File: config.mk
export PLATFORM = sky130hd
export DESIGN_NAME = sc_ctrl_sequencer_flat
export DESIGN_NICKNAME = d
export VERILOG_FILES = /design/src/rtl/sc_ctrl_sequencer_if.sv /design/src/rtl/sc_ctrl_sequencer.sv /design/src/flat_wrapper.sv
export SDC_FILE = /design/constraint.sdc
export NUM_CORES = 1
export LEC_CHECK = 0
export CAP_MARGIN = 20
export CORE_MARGIN = 4
export CORE_UTILIZATION = 41
export DETAILED_ROUTE_END_ITERATION = 10
export PLACE_DENSITY = 0.85
export SLEW_MARGIN = 10
export SYNTH_ARGS = -nofsm -noshare
export SYNTH_HDL_FRONTEND = slang
export SYNTH_SLANG_ARGS = --single-unit
File: constraint.sdc
create_clock -name SC_CTRLSEQ_CLOCK_50 -period 2 [get_ports SC_CTRLSEQ_CLOCK_50]
set_input_delay 0.4 -clock SC_CTRLSEQ_CLOCK_50 [delete_from_list [all_inputs] [get_ports SC_CTRLSEQ_CLOCK_50]]
set_output_delay 0.4 -clock SC_CTRLSEQ_CLOCK_50 [all_outputs]
set_load 0.03 [all_outputs]
File: src/rtl/sc_ctrl_sequencer_if.sv
// rtl/sc_ctrl_sequencer_if.sv - control/flag bundle between the sequencer and the micro-datapath
//
// Signals (direction seen from the sequencer, modport master):
//   out decoderclearselection / decoderloadselection : register clear/load selects, all-ones = none
//   out muxselectionBUSA / muxselectionBUSB          : bus source selects
//   out aluselection                                 : ALU operation
//   out regSHIFTERclear / regSHIFTERload (active low), regSHIFTERshiftselection
//   in  overflow / carry / negative / zero flags (active low)
interface sc_ctrl_sequencer_if #(
    parameter int DATAWIDTH_DECODER_SELECTION    = 4,
    parameter int DATAWIDTH_MUX_SELECTION        = 3,
    parameter int DATAWIDTH_ALU_SELECTION        = 4,
    parameter int DATAWIDTH_REGSHIFTER_SELECTION = 2
) ();
    logic [DATAWIDTH_DECODER_SELECTION-1:0]    SC_CTRLSEQ_decoderclearselection_OutBUS;
    logic [DATAWIDTH_DECODER_SELECTION-1:0]    SC_CTRLSEQ_decoderloadselection_OutBUS;
    logic [DATAWIDTH_MUX_SELECTION-1:0]        SC_CTRLSEQ_muxselectionBUSA_OutBUS;
    logic [DATAWIDTH_MUX_SELECTION-1:0]        SC_CTRLSEQ_muxselectionBUSB_OutBUS;
    logic [DATAWIDTH_ALU_SELECTION-1:0]        SC_CTRLSEQ_aluselection_OutBUS;
    logic                                      SC_CTRLSEQ_regSHIFTERclear_OutLow;
    logic                                      SC_CTRLSEQ_regSHIFTERload_OutLow;
    logic [DATAWIDTH_REGSHIFTER_SELECTION-1:0] SC_CTRLSEQ_regSHIFTERshiftselection_OutBUS;
    logic                                      SC_CTRLSEQ_overflow_InLow;
    logic                                      SC_CTRLSEQ_carry_InLow;
    logic                                      SC_CTRLSEQ_negative_InLow;
    logic                                      SC_CTRLSEQ_zero_InLow;

    modport master (
        output SC_CTRLSEQ_decoderclearselection_OutBUS,
        output SC_CTRLSEQ_decoderloadselection_OutBUS,
        output SC_CTRLSEQ_muxselectionBUSA_OutBUS,
        output SC_CTRLSEQ_muxselectionBUSB_OutBUS,
        output SC_CTRLSEQ_aluselection_OutBUS,
        output SC_CTRLSEQ_regSHIFTERclear_OutLow,
        output SC_CTRLSEQ_regSHIFTERload_OutLow,
        output SC_CTRLSEQ_regSHIFTERshiftselection_OutBUS,
        input  SC_CTRLSEQ_overflow_InLow,
        input  SC_CTRLSEQ_carry_InLow,
        input  SC_CTRLSEQ_negative_InLow,
        input  SC_CTRLSEQ_zero_InLow
    );

    modport slave (
        input  SC_CTRLSEQ_decoderclearselection_OutBUS,
        input  SC_CTRLSEQ_decoderloadselection_OutBUS,
        input  SC_CTRLSEQ_muxselectionBUSA_OutBUS,
        input  SC_CTRLSEQ_muxselectionBUSB_OutBUS,
        input  SC_CTRLSEQ_aluselection_OutBUS,
        input  SC_CTRLSEQ_regSHIFTERclear_OutLow,
        input  SC_CTRLSEQ_regSHIFTERload_OutLow,
        input  SC_CTRLSEQ_regSHIFTERshiftselection_OutBUS,
        output SC_CTRLSEQ_overflow_InLow,
        output SC_CTRLSEQ_carry_InLow,
        output SC_CTRLSEQ_negative_InLow,
        output SC_CTRLSEQ_zero_InLow
    );
endinterface

File: src/rtl/sc_ctrl_sequencer.sv
// rtl/sc_ctrl_sequencer.sv - Moore sequencer running ACC = FIX0 x FIX1 then load/shift on the micro-datapath
//
// Ports:
//   SC_CTRLSEQ_CLOCK_50          in  : clock
//   SC_CTRLSEQ_RESET_InLow       in  : synchronous active-low reset
//   SC_CTRLSEQ_start_InHigh      in  : run request, sampled only in IDLE
//   SC_CTRLSEQ_busy_OutHigh      out : high in every state except IDLE
//   SC_CTRLSEQ_done_OutHigh      out : one-cycle pulse on normal completion
//   SC_CTRLSEQ_error_OutHigh     out : sticky overflow error, cleared by accepted start or reset
//   dp                           if  : datapath control outputs / flag inputs (master modport)
//   SC_CTRLSEQ_cyclecount_OutBUS out : busy-cycle count of the last finished run
//                                      (present only with SC_CTRLSEQ_CYCLECOUNT_EN defined)
module sc_ctrl_sequencer #(
    parameter int DATAWIDTH_DECODER_SELECTION    = 4,
    parameter int DATAWIDTH_MUX_SELECTION        = 3,
    parameter int DATAWIDTH_ALU_SELECTION        = 4,
    parameter int DATAWIDTH_REGSHIFTER_SELECTION = 2,
    parameter int SHIFT_COUNT                    = 1
) (
    input  logic SC_CTRLSEQ_CLOCK_50,
    input  logic SC_CTRLSEQ_RESET_InLow,
    input  logic SC_CTRLSEQ_start_InHigh,
    output logic SC_CTRLSEQ_busy_OutHigh,
    output logic SC_CTRLSEQ_done_OutHigh,
    output logic SC_CTRLSEQ_error_OutHigh,
    sc_ctrl_sequencer_if.master dp
`ifdef SC_CTRLSEQ_CYCLECOUNT_EN
    , output logic [15:0] SC_CTRLSEQ_cyclecount_OutBUS
`endif
);
    localparam int DW = DATAWIDTH_DECODER_SELECTION;
    localparam int MW = DATAWIDTH_MUX_SELECTION;
    localparam int AW = DATAWIDTH_ALU_SELECTION;
    localparam int SW = DATAWIDTH_REGSHIFTER_SELECTION;

    localparam logic [DW-1:0] SEL_NONE = {DW{1'b1}};
    localparam logic [DW-1:0] SEL_R0   = DW'(0);
    localparam logic [DW-1:0] SEL_R1   = DW'(1);
    localparam logic [MW-1:0] MUX_R0   = MW'(0);
    localparam logic [MW-1:0] MUX_R1   = MW'(1);
    localparam logic [MW-1:0] MUX_FIX0 = MW'(4);
    localparam logic [MW-1:0] MUX_FIX1 = MW'(5);
    localparam logic [AW-1:0] ALU_PASS = AW'(0);
    localparam logic [AW-1:0] ALU_ADD  = AW'(1);
    localparam logic [AW-1:0] ALU_DEC  = AW'(4);
    localparam logic [SW-1:0] SH_HOLD  = SW'(0);
    localparam logic [SW-1:0] SH_LEFT  = SW'(1);
    localparam logic [3:0]    SHIFT_N  = 4'(SHIFT_COUNT);

    typedef enum logic [3:0] {
        S_IDLE, S_CLR0, S_CLR1, S_LDCNT, S_ACC, S_DEC, S_SHLD, S_SHIFT, S_DONE, S_ERR
    } state_t;

    state_t     state_q, state_d;
    logic [3:0] shcnt_q, shcnt_d;
    logic       error_q, error_d;

    // Carry and negative play no part in this microprogram.
    logic unused_flags;
    assign unused_flags = dp.SC_CTRLSEQ_carry_InLow ^ dp.SC_CTRLSEQ_negative_InLow;

    always_ff @(posedge SC_CTRLSEQ_CLOCK_50) begin
        if (!SC_CTRLSEQ_RESET_InLow) begin
            state_q <= S_IDLE;
            shcnt_q <= 4'd0;
            error_q <= 1'b0;
        end else begin
            state_q <= state_d;
            shcnt_q <= shcnt_d;
            error_q <= error_d;
        end
    end

    // Next state plus Moore outputs; outputs depend on state_q only.
    always_comb begin
        state_d = state_q;
        shcnt_d = shcnt_q;
        error_d = error_q;
        dp.SC_CTRLSEQ_decoderclearselection_OutBUS    = SEL_NONE;
        dp.SC_CTRLSEQ_decoderloadselection_OutBUS     = SEL_NONE;
        dp.SC_CTRLSEQ_muxselectionBUSA_OutBUS         = MUX_R0;
        dp.SC_CTRLSEQ_muxselectionBUSB_OutBUS         = MUX_R0;
        dp.SC_CTRLSEQ_aluselection_OutBUS             = ALU_PASS;
        dp.SC_CTRLSEQ_regSHIFTERclear_OutLow          = 1'b1;
        dp.SC_CTRLSEQ_regSHIFTERload_OutLow           = 1'b1;
        dp.SC_CTRLSEQ_regSHIFTERshiftselection_OutBUS = SH_HOLD;
        case (state_q)
            S_IDLE: begin
                if (SC_CTRLSEQ_start_InHigh) begin
                    state_d = S_CLR0;
                    error_d = 1'b0;
                end
            end
            S_CLR0: begin
                dp.SC_CTRLSEQ_decoderclearselection_OutBUS = SEL_R0;
                state_d = S_CLR1;
            end
            S_CLR1: begin
                dp.SC_CTRLSEQ_decoderclearselection_OutBUS = SEL_R1;
                dp.SC_CTRLSEQ_regSHIFTERclear_OutLow       = 1'b0;
                state_d = S_LDCNT;
            end
            S_LDCNT: begin
                // R0 <= FIX0; a zero flag here means the product is trivially 0.
                dp.SC_CTRLSEQ_muxselectionBUSA_OutBUS     = MUX_FIX0;
                dp.SC_CTRLSEQ_aluselection_OutBUS         = ALU_PASS;
                dp.SC_CTRLSEQ_decoderloadselection_OutBUS = SEL_R0;
                state_d = !dp.SC_CTRLSEQ_zero_InLow ? S_SHLD : S_ACC;
            end
            S_ACC: begin
                dp.SC_CTRLSEQ_muxselectionBUSA_OutBUS     = MUX_R1;
                dp.SC_CTRLSEQ_muxselectionBUSB_OutBUS     = MUX_FIX1;
                dp.SC_CTRLSEQ_aluselection_OutBUS         = ALU_ADD;
                dp.SC_CTRLSEQ_decoderloadselection_OutBUS = SEL_R1;
                if (!dp.SC_CTRLSEQ_overflow_InLow) begin
                    state_d = S_ERR;
                    error_d = 1'b1;
                end else begin
                    state_d = S_DEC;
                end
            end
            S_DEC: begin
                // Zero flag reflects R0-1, so the loop exits after FIX0 additions.
                dp.SC_CTRLSEQ_muxselectionBUSA_OutBUS     = MUX_R0;
                dp.SC_CTRLSEQ_aluselection_OutBUS         = ALU_DEC;
                dp.SC_CTRLSEQ_decoderloadselection_OutBUS = SEL_R0;
                state_d = !dp.SC_CTRLSEQ_zero_InLow ? S_SHLD : S_ACC;
            end
            S_SHLD: begin
                dp.SC_CTRLSEQ_muxselectionBUSA_OutBUS = MUX_R1;
                dp.SC_CTRLSEQ_aluselection_OutBUS     = ALU_PASS;
                dp.SC_CTRLSEQ_regSHIFTERload_OutLow   = 1'b0;
                shcnt_d = SHIFT_N;
                state_d = (SHIFT_N == 4'd0) ? S_DONE : S_SHIFT;
            end
            S_SHIFT: begin
                dp.SC_CTRLSEQ_regSHIFTERshiftselection_OutBUS = SH_LEFT;
                shcnt_d = shcnt_q - 4'd1;
                if (shcnt_q == 4'd1) state_d = S_DONE;
            end
            S_DONE:  state_d = S_IDLE;
            S_ERR:   state_d = S_IDLE;
            default: state_d = S_IDLE;
        endcase
    end

    assign SC_CTRLSEQ_busy_OutHigh  = (state_q != S_IDLE);
    assign SC_CTRLSEQ_done_OutHigh  = (state_q == S_DONE);
    assign SC_CTRLSEQ_error_OutHigh = error_q;

`ifdef SC_CTRLSEQ_CYCLECOUNT_EN
    logic [15:0] cyc_q;
    logic [15:0] cycout_q;
    logic [15:0] cyc_inc;

    assign cyc_inc = (cyc_q == 16'hFFFF) ? 16'hFFFF : cyc_q + 16'd1;

    // The final DONE/ERR cycle is itself busy, so the published value includes it.
    always_ff @(posedge SC_CTRLSEQ_CLOCK_50) begin
        if (!SC_CTRLSEQ_RESET_InLow) begin
            cyc_q    <= 16'd0;
            cycout_q <= 16'd0;
        end else if (state_q == S_IDLE) begin
            if (SC_CTRLSEQ_start_InHigh) cyc_q <= 16'd0;
        end else begin
            cyc_q <= cyc_inc;
            if (state_q == S_DONE || state_q == S_ERR) cycout_q <= cyc_inc;
        end
    end

    assign SC_CTRLSEQ_cyclecount_OutBUS = cycout_q;
`endif
endmodule

File: src/flat_wrapper.sv
// flat-port wrapper written by rule: the top's interface ports become plain ports
module sc_ctrl_sequencer_flat 
#(
    parameter int DATAWIDTH_DECODER_SELECTION    = 4,
    parameter int DATAWIDTH_MUX_SELECTION        = 3,
    parameter int DATAWIDTH_ALU_SELECTION        = 4,
    parameter int DATAWIDTH_REGSHIFTER_SELECTION = 2,
    parameter int SHIFT_COUNT                    = 1
)
  (SC_CTRLSEQ_CLOCK_50, SC_CTRLSEQ_RESET_InLow, SC_CTRLSEQ_start_InHigh, SC_CTRLSEQ_busy_OutHigh, SC_CTRLSEQ_done_OutHigh, SC_CTRLSEQ_error_OutHigh, dp_SC_CTRLSEQ_decoderclearselection_OutBUS, dp_SC_CTRLSEQ_decoderloadselection_OutBUS, dp_SC_CTRLSEQ_muxselectionBUSA_OutBUS, dp_SC_CTRLSEQ_muxselectionBUSB_OutBUS, dp_SC_CTRLSEQ_aluselection_OutBUS, dp_SC_CTRLSEQ_regSHIFTERclear_OutLow, dp_SC_CTRLSEQ_regSHIFTERload_OutLow, dp_SC_CTRLSEQ_regSHIFTERshiftselection_OutBUS, dp_SC_CTRLSEQ_overflow_InLow, dp_SC_CTRLSEQ_carry_InLow, dp_SC_CTRLSEQ_negative_InLow, dp_SC_CTRLSEQ_zero_InLow);
  sc_ctrl_sequencer_if #(.DATAWIDTH_DECODER_SELECTION(DATAWIDTH_DECODER_SELECTION), .DATAWIDTH_MUX_SELECTION(DATAWIDTH_MUX_SELECTION), .DATAWIDTH_ALU_SELECTION(DATAWIDTH_ALU_SELECTION), .DATAWIDTH_REGSHIFTER_SELECTION(DATAWIDTH_REGSHIFTER_SELECTION)) dp_i ();
  input  logic SC_CTRLSEQ_CLOCK_50;
  input  logic SC_CTRLSEQ_RESET_InLow;
  input  logic SC_CTRLSEQ_start_InHigh;
  output logic SC_CTRLSEQ_busy_OutHigh;
  output logic SC_CTRLSEQ_done_OutHigh;
  output logic SC_CTRLSEQ_error_OutHigh;
  output wire logic [$bits(dp_i.SC_CTRLSEQ_decoderclearselection_OutBUS)-1:0] dp_SC_CTRLSEQ_decoderclearselection_OutBUS;
  output wire logic [$bits(dp_i.SC_CTRLSEQ_decoderloadselection_OutBUS)-1:0] dp_SC_CTRLSEQ_decoderloadselection_OutBUS;
  output wire logic [$bits(dp_i.SC_CTRLSEQ_muxselectionBUSA_OutBUS)-1:0] dp_SC_CTRLSEQ_muxselectionBUSA_OutBUS;
  output wire logic [$bits(dp_i.SC_CTRLSEQ_muxselectionBUSB_OutBUS)-1:0] dp_SC_CTRLSEQ_muxselectionBUSB_OutBUS;
  output wire logic [$bits(dp_i.SC_CTRLSEQ_aluselection_OutBUS)-1:0] dp_SC_CTRLSEQ_aluselection_OutBUS;
  output wire logic [$bits(dp_i.SC_CTRLSEQ_regSHIFTERclear_OutLow)-1:0] dp_SC_CTRLSEQ_regSHIFTERclear_OutLow;
  output wire logic [$bits(dp_i.SC_CTRLSEQ_regSHIFTERload_OutLow)-1:0] dp_SC_CTRLSEQ_regSHIFTERload_OutLow;
  output wire logic [$bits(dp_i.SC_CTRLSEQ_regSHIFTERshiftselection_OutBUS)-1:0] dp_SC_CTRLSEQ_regSHIFTERshiftselection_OutBUS;
  input wire logic [$bits(dp_i.SC_CTRLSEQ_overflow_InLow)-1:0] dp_SC_CTRLSEQ_overflow_InLow;
  input wire logic [$bits(dp_i.SC_CTRLSEQ_carry_InLow)-1:0] dp_SC_CTRLSEQ_carry_InLow;
  input wire logic [$bits(dp_i.SC_CTRLSEQ_negative_InLow)-1:0] dp_SC_CTRLSEQ_negative_InLow;
  input wire logic [$bits(dp_i.SC_CTRLSEQ_zero_InLow)-1:0] dp_SC_CTRLSEQ_zero_InLow;
  assign dp_SC_CTRLSEQ_decoderclearselection_OutBUS = dp_i.SC_CTRLSEQ_decoderclearselection_OutBUS;
  assign dp_SC_CTRLSEQ_decoderloadselection_OutBUS = dp_i.SC_CTRLSEQ_decoderloadselection_OutBUS;
  assign dp_SC_CTRLSEQ_muxselectionBUSA_OutBUS = dp_i.SC_CTRLSEQ_muxselectionBUSA_OutBUS;
  assign dp_SC_CTRLSEQ_muxselectionBUSB_OutBUS = dp_i.SC_CTRLSEQ_muxselectionBUSB_OutBUS;
  assign dp_SC_CTRLSEQ_aluselection_OutBUS = dp_i.SC_CTRLSEQ_aluselection_OutBUS;
  assign dp_SC_CTRLSEQ_regSHIFTERclear_OutLow = dp_i.SC_CTRLSEQ_regSHIFTERclear_OutLow;
  assign dp_SC_CTRLSEQ_regSHIFTERload_OutLow = dp_i.SC_CTRLSEQ_regSHIFTERload_OutLow;
  assign dp_SC_CTRLSEQ_regSHIFTERshiftselection_OutBUS = dp_i.SC_CTRLSEQ_regSHIFTERshiftselection_OutBUS;
  assign dp_i.SC_CTRLSEQ_overflow_InLow = dp_SC_CTRLSEQ_overflow_InLow;
  assign dp_i.SC_CTRLSEQ_carry_InLow = dp_SC_CTRLSEQ_carry_InLow;
  assign dp_i.SC_CTRLSEQ_negative_InLow = dp_SC_CTRLSEQ_negative_InLow;
  assign dp_i.SC_CTRLSEQ_zero_InLow = dp_SC_CTRLSEQ_zero_InLow;
  sc_ctrl_sequencer #(.DATAWIDTH_DECODER_SELECTION(DATAWIDTH_DECODER_SELECTION), .DATAWIDTH_MUX_SELECTION(DATAWIDTH_MUX_SELECTION), .DATAWIDTH_ALU_SELECTION(DATAWIDTH_ALU_SELECTION), .DATAWIDTH_REGSHIFTER_SELECTION(DATAWIDTH_REGSHIFTER_SELECTION), .SHIFT_COUNT(SHIFT_COUNT)) u_core (.SC_CTRLSEQ_CLOCK_50(SC_CTRLSEQ_CLOCK_50), .SC_CTRLSEQ_RESET_InLow(SC_CTRLSEQ_RESET_InLow), .SC_CTRLSEQ_start_InHigh(SC_CTRLSEQ_start_InHigh), .SC_CTRLSEQ_busy_OutHigh(SC_CTRLSEQ_busy_OutHigh), .SC_CTRLSEQ_done_OutHigh(SC_CTRLSEQ_done_OutHigh), .SC_CTRLSEQ_error_OutHigh(SC_CTRLSEQ_error_OutHigh), .dp(dp_i));
endmodule
==> Word-level counts from Yosys, hierarchy flattened <==
Cells that the tools add are included.
{ "word_totals": {"ff_bits": 9, "out_inout_bits": 25, "elab_cells": 41} }
{ "op_classes": {"addsub": 1, "eq_ne": 12, "mux": 17, "reduce_logical": 8} }
{ "ops": {"columns": ["cell", "n"], "rows": [
  ["4-bit case mux with 7 select lines", 1],
  ["4-bit case mux with 2 select lines", 3],
  ["4-bit by 3-bit equality test with 1-bit output (second input constant)", 4],
  ["4-bit two-way mux", 3],
  ["3-bit case mux with 2 select lines", 2],
  ["4-bit by 1-bit equality test with 1-bit output (second input constant)", 2],
  ["4-bit by 2-bit equality test with 1-bit output (second input constant)", 2],
  ["1-bit two-way mux", 5],
  ["4-bit equality test (second input constant)", 1],
  ["4-bit logical NOT", 1],
  ["2-bit inequality test (second input constant)", 2],
  ["2-bit nonzero test", 2],
  ["4-bit nonzero test", 1],
  ["2-bit OR reduction", 2],
  ["4-bit by 1-bit subtractor with 4-bit output (second input constant)", 1],
  ["3-bit two-way mux", 1],
  ["3-bit AND reduction", 1],
  ["2-bit two-way mux", 1],
  ["2-bit by 1-bit inequality test with 1-bit output (second input constant)", 1],
  ["1-bit case mux with 2 select lines", 1],
  ["2-bit AND reduction", 1]
]} }

==> Logic depth before layout (Yosys ltp) <==
Gate-level depths: netlist (run 1).
{ "logic_depth": {"ltp_word": 3, "depth_mapped": 6, "depth_no_buf": 6} }

==> Worst setup path after synthesis (run 1) <==
Ideal clock, no wire load.
{ "synth_path": {"path_kind": "register to output", "from": "register u_core.state_q[0]", "to": "output dp_SC_CTRLSEQ_decoderclearselection_OutBUS[2]", "arrival_ns": 1.813, "required_ns": 1.600, "slack_ns": -0.213, "path_stages_with_launch": 6, "cell_sequence": "dfxtp_1 -> buf_4 -> buf_2 -> nor2b_1 -> o21ai_0 -> buf_4"} }
{ "synth_via": {"elab_chain_cells": 2, "word_cells_on_any_way": 3, "cone_classes": "eq/ne: 2; mux: 1"} }
{ "synth_lines": {"columns": ["element", "line", "source"], "rows": [
  ["start: declaration", "sc_ctrl_sequencer.sv:54", "state_t state_q, state_d;"],
  ["start signal: assignment", "sc_ctrl_sequencer.sv:68", "state_q <= state_d;"],
  ["4-bit by 2-bit equality test with 1-bit output / 4-bit by 1-bit equality test with 1-bit output (equally long branches)", "sc_ctrl_sequencer.sv:87", "case (state_q)"],
  ["4-bit case mux with 2 select lines *", "sc_ctrl_sequencer.sv:87", null],
  ["end: declaration", "flat_wrapper.sv:18", "output wire logic [$bits(dp_i.SC_CTRLSEQ_decoderclearselection_OutBUS)-1:0] dp_SC_CTRLSEQ_decoderclearselectio ..."]
]} }
Every way passes the cells marked *; elsewhere a longest branch is shown, timed or not.

==> Worst setup path after layout (run 1) <==
{ "layout_path": {"from": "register u_core.state_q[1]", "to": "output dp_SC_CTRLSEQ_regSHIFTERclear_OutLow"} }
{ "layout_via": {"elab_chain_cells": 2} }
{ "layout_lines": {"columns": ["element", "line", "source"], "rows": [
  ["4-bit by 2-bit equality test with 1-bit output", "sc_ctrl_sequencer.sv:87", null],
  ["1-bit two-way mux", "sc_ctrl_sequencer.sv:87", null],
  ["end: declaration", "flat_wrapper.sv:23", "output wire logic [$bits(dp_i.SC_CTRLSEQ_regSHIFTERclear_OutLow)-1:0] dp_SC_CTRLSEQ_regSHIFTERclear_OutLow;"]
]} }
No other way between the ends.

==> metrics.csv, run 1 <==
metric;value;unit
sequential area share after synthesis;24.83;%
met3 Track Usage GR;3.012;%
Initial Util;45.53;%
fin util;58.87;%
Seq cells post-synth;9;
crit start category;flop;
DR WL/cell;12.29;um
CTS Sinks;9;
cell area power density;664.6;nW/um^2
initial DRC count;6;
Clock Skews;0.003233;ns
first-pass GRT wire length;2780;um
CTS tree;built;
Peak Freq;0.5306;GHz
crit end category;output pin;
Final nets;127;
Die W;50.07;um
Core Area;1594;um^2
setup slack, reg-to-reg;0.63;ns
total CTS buffers;3;
reg2reg end;u_core.state_q[1];
via count;687;
Max Fanout on Critical Path;7;
GRT busiest layer;met2;
status;finished clean;
Period minus WS final;1.885;ns
DRC viols;0;
number of fill cells;151;
Netlist Area Pre-Place;725.7;um^2
Yosys warning total;0;
setup TNS;0;ns
WL final;1733;um
H-tree Lvls;1;
number of iterations in the first detailed-routing pass;4;
CP Data Arrival Time;1.48;ns
Max-Cap Viols;0;
post-synth cell types;34;
worst vdd ir;0.0004533;V
vias per cell;4.872;
vias in the first global route;627;
R2R cell count;4;
WHS Endpoint;u_core.SC_CTRLSEQ_error_OutHigh;
Worst-Skew Late Latency;0.27;ns
count of input and output buffers;24;
hold wc startpoint;u_core.SC_CTRLSEQ_error_OutHigh;
share of cells above drive strength 1;28.21;%
Leak Pwr;0.4494;nW
Detailed Place HPWL;1415;um
Longest Clk Path Bufs;2;
met1 Use GR;16.79;%
syn_area_per_cell;7.888;um^2
DIE HEIGHT;50.07;um
post-CTS setup buffers;0;
cts-stage hold buffer count;0;
hold path cells;2;
Layout Area Growth over Synthesis;29.31;%
critical path type;reg2out;
Core Rows;14;
Die ar.;2507;um^2
clock root cell;clkbuf_4;
unrepaired setup endpoints after global routing;no;
GR met2 Demand/Resource;25.00;%
IO Pins;32;
Min-Delay Path Class;reg2reg;
final period utilization;94.24;%
Mapped Cells;92;
# setup viols final;0;
antenna cell count;0;
largest net degree at the start of global routing;12;
Final GP Congestion;0.8099;
final hold viol count;0;
r2r startpoint;u_core.shcnt_q[0];
grt ovf;0;
worst path required time;1.60;ns
max-slew violations;0;
DRT antenna net count;0;
number of antenna violations at the first check in global routing;0;
Clk pin slew, worst setup/hold paths;0.06;ns
GRT Overall Usage;15.26;%
critical path, stage by stage, from the launching register on:
cell	delay [ns]
dfxtp_2	0.38
buf_4	0.19
nor2b_1	0.21
nand2_1	0.08
dlygate4sd2_1	0.36
synthesized netlist by cell type, drive strengths merged:
cell type	instances	share of area (%)
a21boi	3	3.1
a21oi	3	2.1
and2	3	2.6
and2b	3	3.3
buf	16	17
conb	1	0.52
dfxtp	9	25
ha	2	3.4
inv	3	1.6
mux2	1	1.6
mux2i	1	1.4
nand2	11	6.7
nand2b	1	0.86
nand3b	2	3.8
nor2	9	4.7
nor2b	3	2.6
nor3	5	5.0
nor3b	2	2.1
nor4b	1	1.2
o21a	1	1.0
o21ai	6	4.1
o21bai	1	1.0
o31a	1	1.2
o41ai	1	1.2
or3	2	1.7
xor2	1	1.2
kinds of logic after synthesis:
| family | share of synthesized area, % |
|---|---|
| buf+inv | 18.79 |
| compound gates | 13.79 |
| mux | 2.931 |
| flops | 24.83 |
| other cells | 0.5167 |
| fa+ha+maj | 3.448 |
| simple gates | 34.48 |
| xor+xnor | 1.207 |
sequential cells by signal, indices dropped and copies added (netlist names):
signal and flops:
u_core.shcnt_q 4, u_core.state_q 4, u_core.SC_CTRLSEQ_error_OutHigh 1
final cells by class:
cell class	instances	area (um^2)	share of cell area, %
timing repair buffer	33	259.0	27.60
multi-input combinational	68	430.4	45.87
inverter	3	11.26	1.200
sequential	9	181.4	19.33
tap	24	30.03	3.200
clock buffer	4	26.28	2.800
through the flow:
stage          cells  power (mW)  hold WS (ns)  setup slack, ns  cell area, um^2
2_1_floorplan     96      0.4222        0.4641          0.02572            747.0
3_3_place_gp     137      0.4903        0.4631          0.07037            932.1
3_5_place_dp     137      0.4961        0.4945          0.05793            932.1
4_1_cts          141      0.6353        0.5033         0.001536            948.4
5_1_grt          141      0.6621        0.5258          0.01968            938.4
6_report         141      0.6236        0.4912           0.1152            938.4
cells in the final DEF (no fill, tap or decap), types with 2 or more instances in the layout:
cell and count:
or3_1 2, inv_1 3, a21oi_1 3, nor2_1 9, dlygate4sd2_1 5, dfxtp_1 8, nor3b_1 2, clkdlybuf4s50_1 5
conb_1 5, nand2_1 10, ha_1 2, nor3_1 4, buf_4 20, clkbuf_2 3, clkbuf_4 3, nor2b_1 3
and2b_1 2, and2_1 2, a21boi_0 2, o21ai_0 5
layer usage:
metal  wire [um]  vias to the layer above
met5           0                        -
met4          55                        0
met3          90                        4
met2         871                       22
met1         715                      320
li1            -                      341
worst max-delay path by stage:
stage                            startpoint                                      endpoint  slack (ns)  cells after the start
final                     u_core.state_q[1]          dp_SC_CTRLSEQ_regSHIFTERclear_OutLow        0.12                      4
after global routing      u_core.state_q[1]          dp_SC_CTRLSEQ_regSHIFTERclear_OutLow        0.02                      4
after CTS                 u_core.state_q[1]  dp_SC_CTRLSEQ_decoderloadselection_OutBUS[1]       0.002                      4
after detailed placement  u_core.state_q[1]  dp_SC_CTRLSEQ_decoderloadselection_OutBUS[1]        0.06                      4
after global placement    u_core.state_q[3]  dp_SC_CTRLSEQ_decoderloadselection_OutBUS[1]        0.07                      4
after floorplan           u_core.state_q[1]  dp_SC_CTRLSEQ_decoderloadselection_OutBUS[2]        0.03                      5
timing repair:
action	in CTS	in global routing
setup endpoints to repair	8	8
endpoints found under the hold margin	0	0
resized for setup	8	7
power breakdown:
part           switching, mW  internal [mW]  total [mW]
Clock                 0.0700         0.0772       0.147
Sequential            0.0148          0.188       0.203
Combinational          0.176         0.0977       0.273
Total                  0.260          0.363       0.624
No activity file was read; power rests on OpenSTA's default activity.
==> inputs of run 2 (changes only) <==
--- a/config.mk
+++ b/config.mk
@@ -10,7 +10,8 @@
 export CORE_UTILIZATION = 41
 export DETAILED_ROUTE_END_ITERATION = 10
 export PLACE_DENSITY = 0.85
-export SLEW_MARGIN = 10
+export SETUP_SLACK_MARGIN = 0.15
+export SLEW_MARGIN = 20
 export SYNTH_ARGS = -nofsm -noshare
 export SYNTH_HDL_FRONTEND = slang
 export SYNTH_SLANG_ARGS = --single-unit
==> run 2 against run 1 <==
Effect of this change: wire length fell by 2.4%; clock skew fell by 0.0028 ns; hold slack got worse by 0.011 ns; design area fell by 0.80%; largest cell class unchanged; worst setup slack improved by 0.090 ns; power fell by 0.16%; critical path depth did not move; first-iteration DRC count rose to 2.8 times the previous value; clock power fell by 3%; core utilization fell by 0.47 points; non-clock buffer count fell by 2.
==> metrics.csv, run 2 (synthesis results as in run 1) <==
metric;value;unit
status;finished clean;
antenna cell count;0;
Sw Pwr;0.2582;mW
most frequent cells in the layout;buf_4 (17), nand2_1 (10), nor2_1 (8);
vias in the first global route;606;
Die W;50.07;um
crit end category;output pin;
cell area power density;668.8;nW/um^2
Worst path slowest cell;dlygate4sd2_1;
Clock Skews;0.0004027;ns
Clk pin slew, worst setup/hold paths;0.06;ns
count of input and output buffers;24;
Core Rows;14;
DIE HEIGHT;50.07;um
fin util;58.40;%
unrepaired setup endpoints after global routing;no;
worst vdd ir;0.0003471;V
crit path buf inv count;2;
initial DRC count;17;
Longest Clk Path Bufs;2;
max-slew violations;0;
Die ar.;2507;um^2
Initial Util;45.53;%
clock share of power;23.0;%
WL final;1692;um
Period minus WS final;1.794;ns
commonest non-fill, non-tap cell in the layout;buf_4;
final period utilization;89.72;%
Setup Slack @ Placement;0.02780;ns
H-tree Lvls;1;
Detailed Place HPWL;1350;um
critical path type;reg2out;
Max Fanout on Critical Path;8;
# setup viols final;0;
IO Pins;32;
CP Data Arrival Time;1.39;ns
DP Area;918.4;um^2
Seq pwr share;33.1;%
Final nets;125;
DRT antenna net count;0;
Final GP Congestion;0.7896;
power share of the combinational group;43.9;%
CP cell instances;buf_4 > and2b_1 > nand2_1 > dlygate4sd2_1;
worst path required time;1.60;ns
final setup margin;0.2056;ns
setup TNS;0;ns
Core Area;1594;um^2
Leak Pwr;0.4340;nW
critical path's top delay family;buffers and inverters;
number of antenna violations at the first check in global routing;0;
clock root cell;clkbuf_4;
grt ovf;0;
DRC viols;0;
Peak Freq;0.5573;GHz
cts-stage hold buffer count;0;
total CTS buffers;3;
GRT Overall Usage;13.64;%
first-pass GRT wire length;2594;um
crit start category;flop;
CTS tree;built;
post-route cell area;930.9;um^2
via count;669;
Min-Delay Path Class;reg2reg;
Cell Int Power;0.3644;mW
Worst-Skew Late Latency;0.26;ns
Layout Area Growth over Synthesis;28.28;%
share of cells above drive strength 1;31.30;%
DR WL/cell;12.17;um
CTS Sinks;9;
largest net degree at the start of global routing;12;
sw frac;41.47;%
max incr delay on CP;0.39;ns
vias per cell;4.813;
Max-Cap Viols;0;
final hold viol count;0;
number of iterations in the first detailed-routing pass;4;
==> run 2: power by group through the flow <==
stage          Combinational, mW  Sequential, mW  Clock [mW]
2_1_floorplan              0.233           0.198           0
3_5_place_dp               0.282           0.213           0
4_1_cts                    0.279           0.205       0.147
6_report                   0.273           0.206       0.143
5_1_grt                    0.288           0.208       0.156
3_3_place_gp               0.276           0.212           0
==> run 2: timing repair <==
item                       4_1_cts  5_1_grt
gates cloned                     0        0
buffers inserted                 1        0
resized for setup               18       13
setup endpoints to repair        9        9
==> run 2: metal layers <==
layer	vias up	track usage, %	wire length (um)
met1	304	15.32	739
met4	0	9.677	28
met2	25	23.70	808
li1	338	-	-
met3	2	1.205	116
met5	-	0	0
==> run 2: layout make-up <==
type / count / area [um^2]
clock buffer: 4 / 26.28
fill: 147 / 663.1
inverter: 3 / 11.26
multi-input combinational: 68 / 437.9
sequential: 9 / 186.4
tap: 24 / 30.03
timing repair buffer: 31 / 239.0
==> run 2: path summary, 6_finish.rpt <==
kind	startpoint	endpoint	slack, ns	cells past startpoint
setup reg to reg	u_core.shcnt_q[0]	u_core.state_q[1]	0.61	4
setup / recovery	u_core.state_q[3]	dp_SC_CTRLSEQ_regSHIFTERload_OutLow	0.21	4
hold / removal	u_core.SC_CTRLSEQ_error_OutHigh	u_core.SC_CTRLSEQ_error_OutHigh	0.48	2
hold reg to reg	u_core.SC_CTRLSEQ_error_OutHigh	u_core.SC_CTRLSEQ_error_OutHigh	0.48	2
==> run 2: stage by stage <==
stage / power, mW / hold WS [ns] / cells
after global routing: 0.6514 / 0.5192 / 139
after floorplan: 0.4311 / 0.4641 / 96
after detailed placement: 0.4950 / 0.4758 / 134
final: 0.6226 / 0.4806 / 139
after CTS: 0.6310 / 0.4877 / 139
after global placement: 0.4885 / 0.4683 / 134
==> run 2: tightest hold or removal path, stage by stage (launching register included) <==
cell and delay [ns]:
dfxtp_1 0.31, o41ai_1 0.05, a21boi_0 0.07
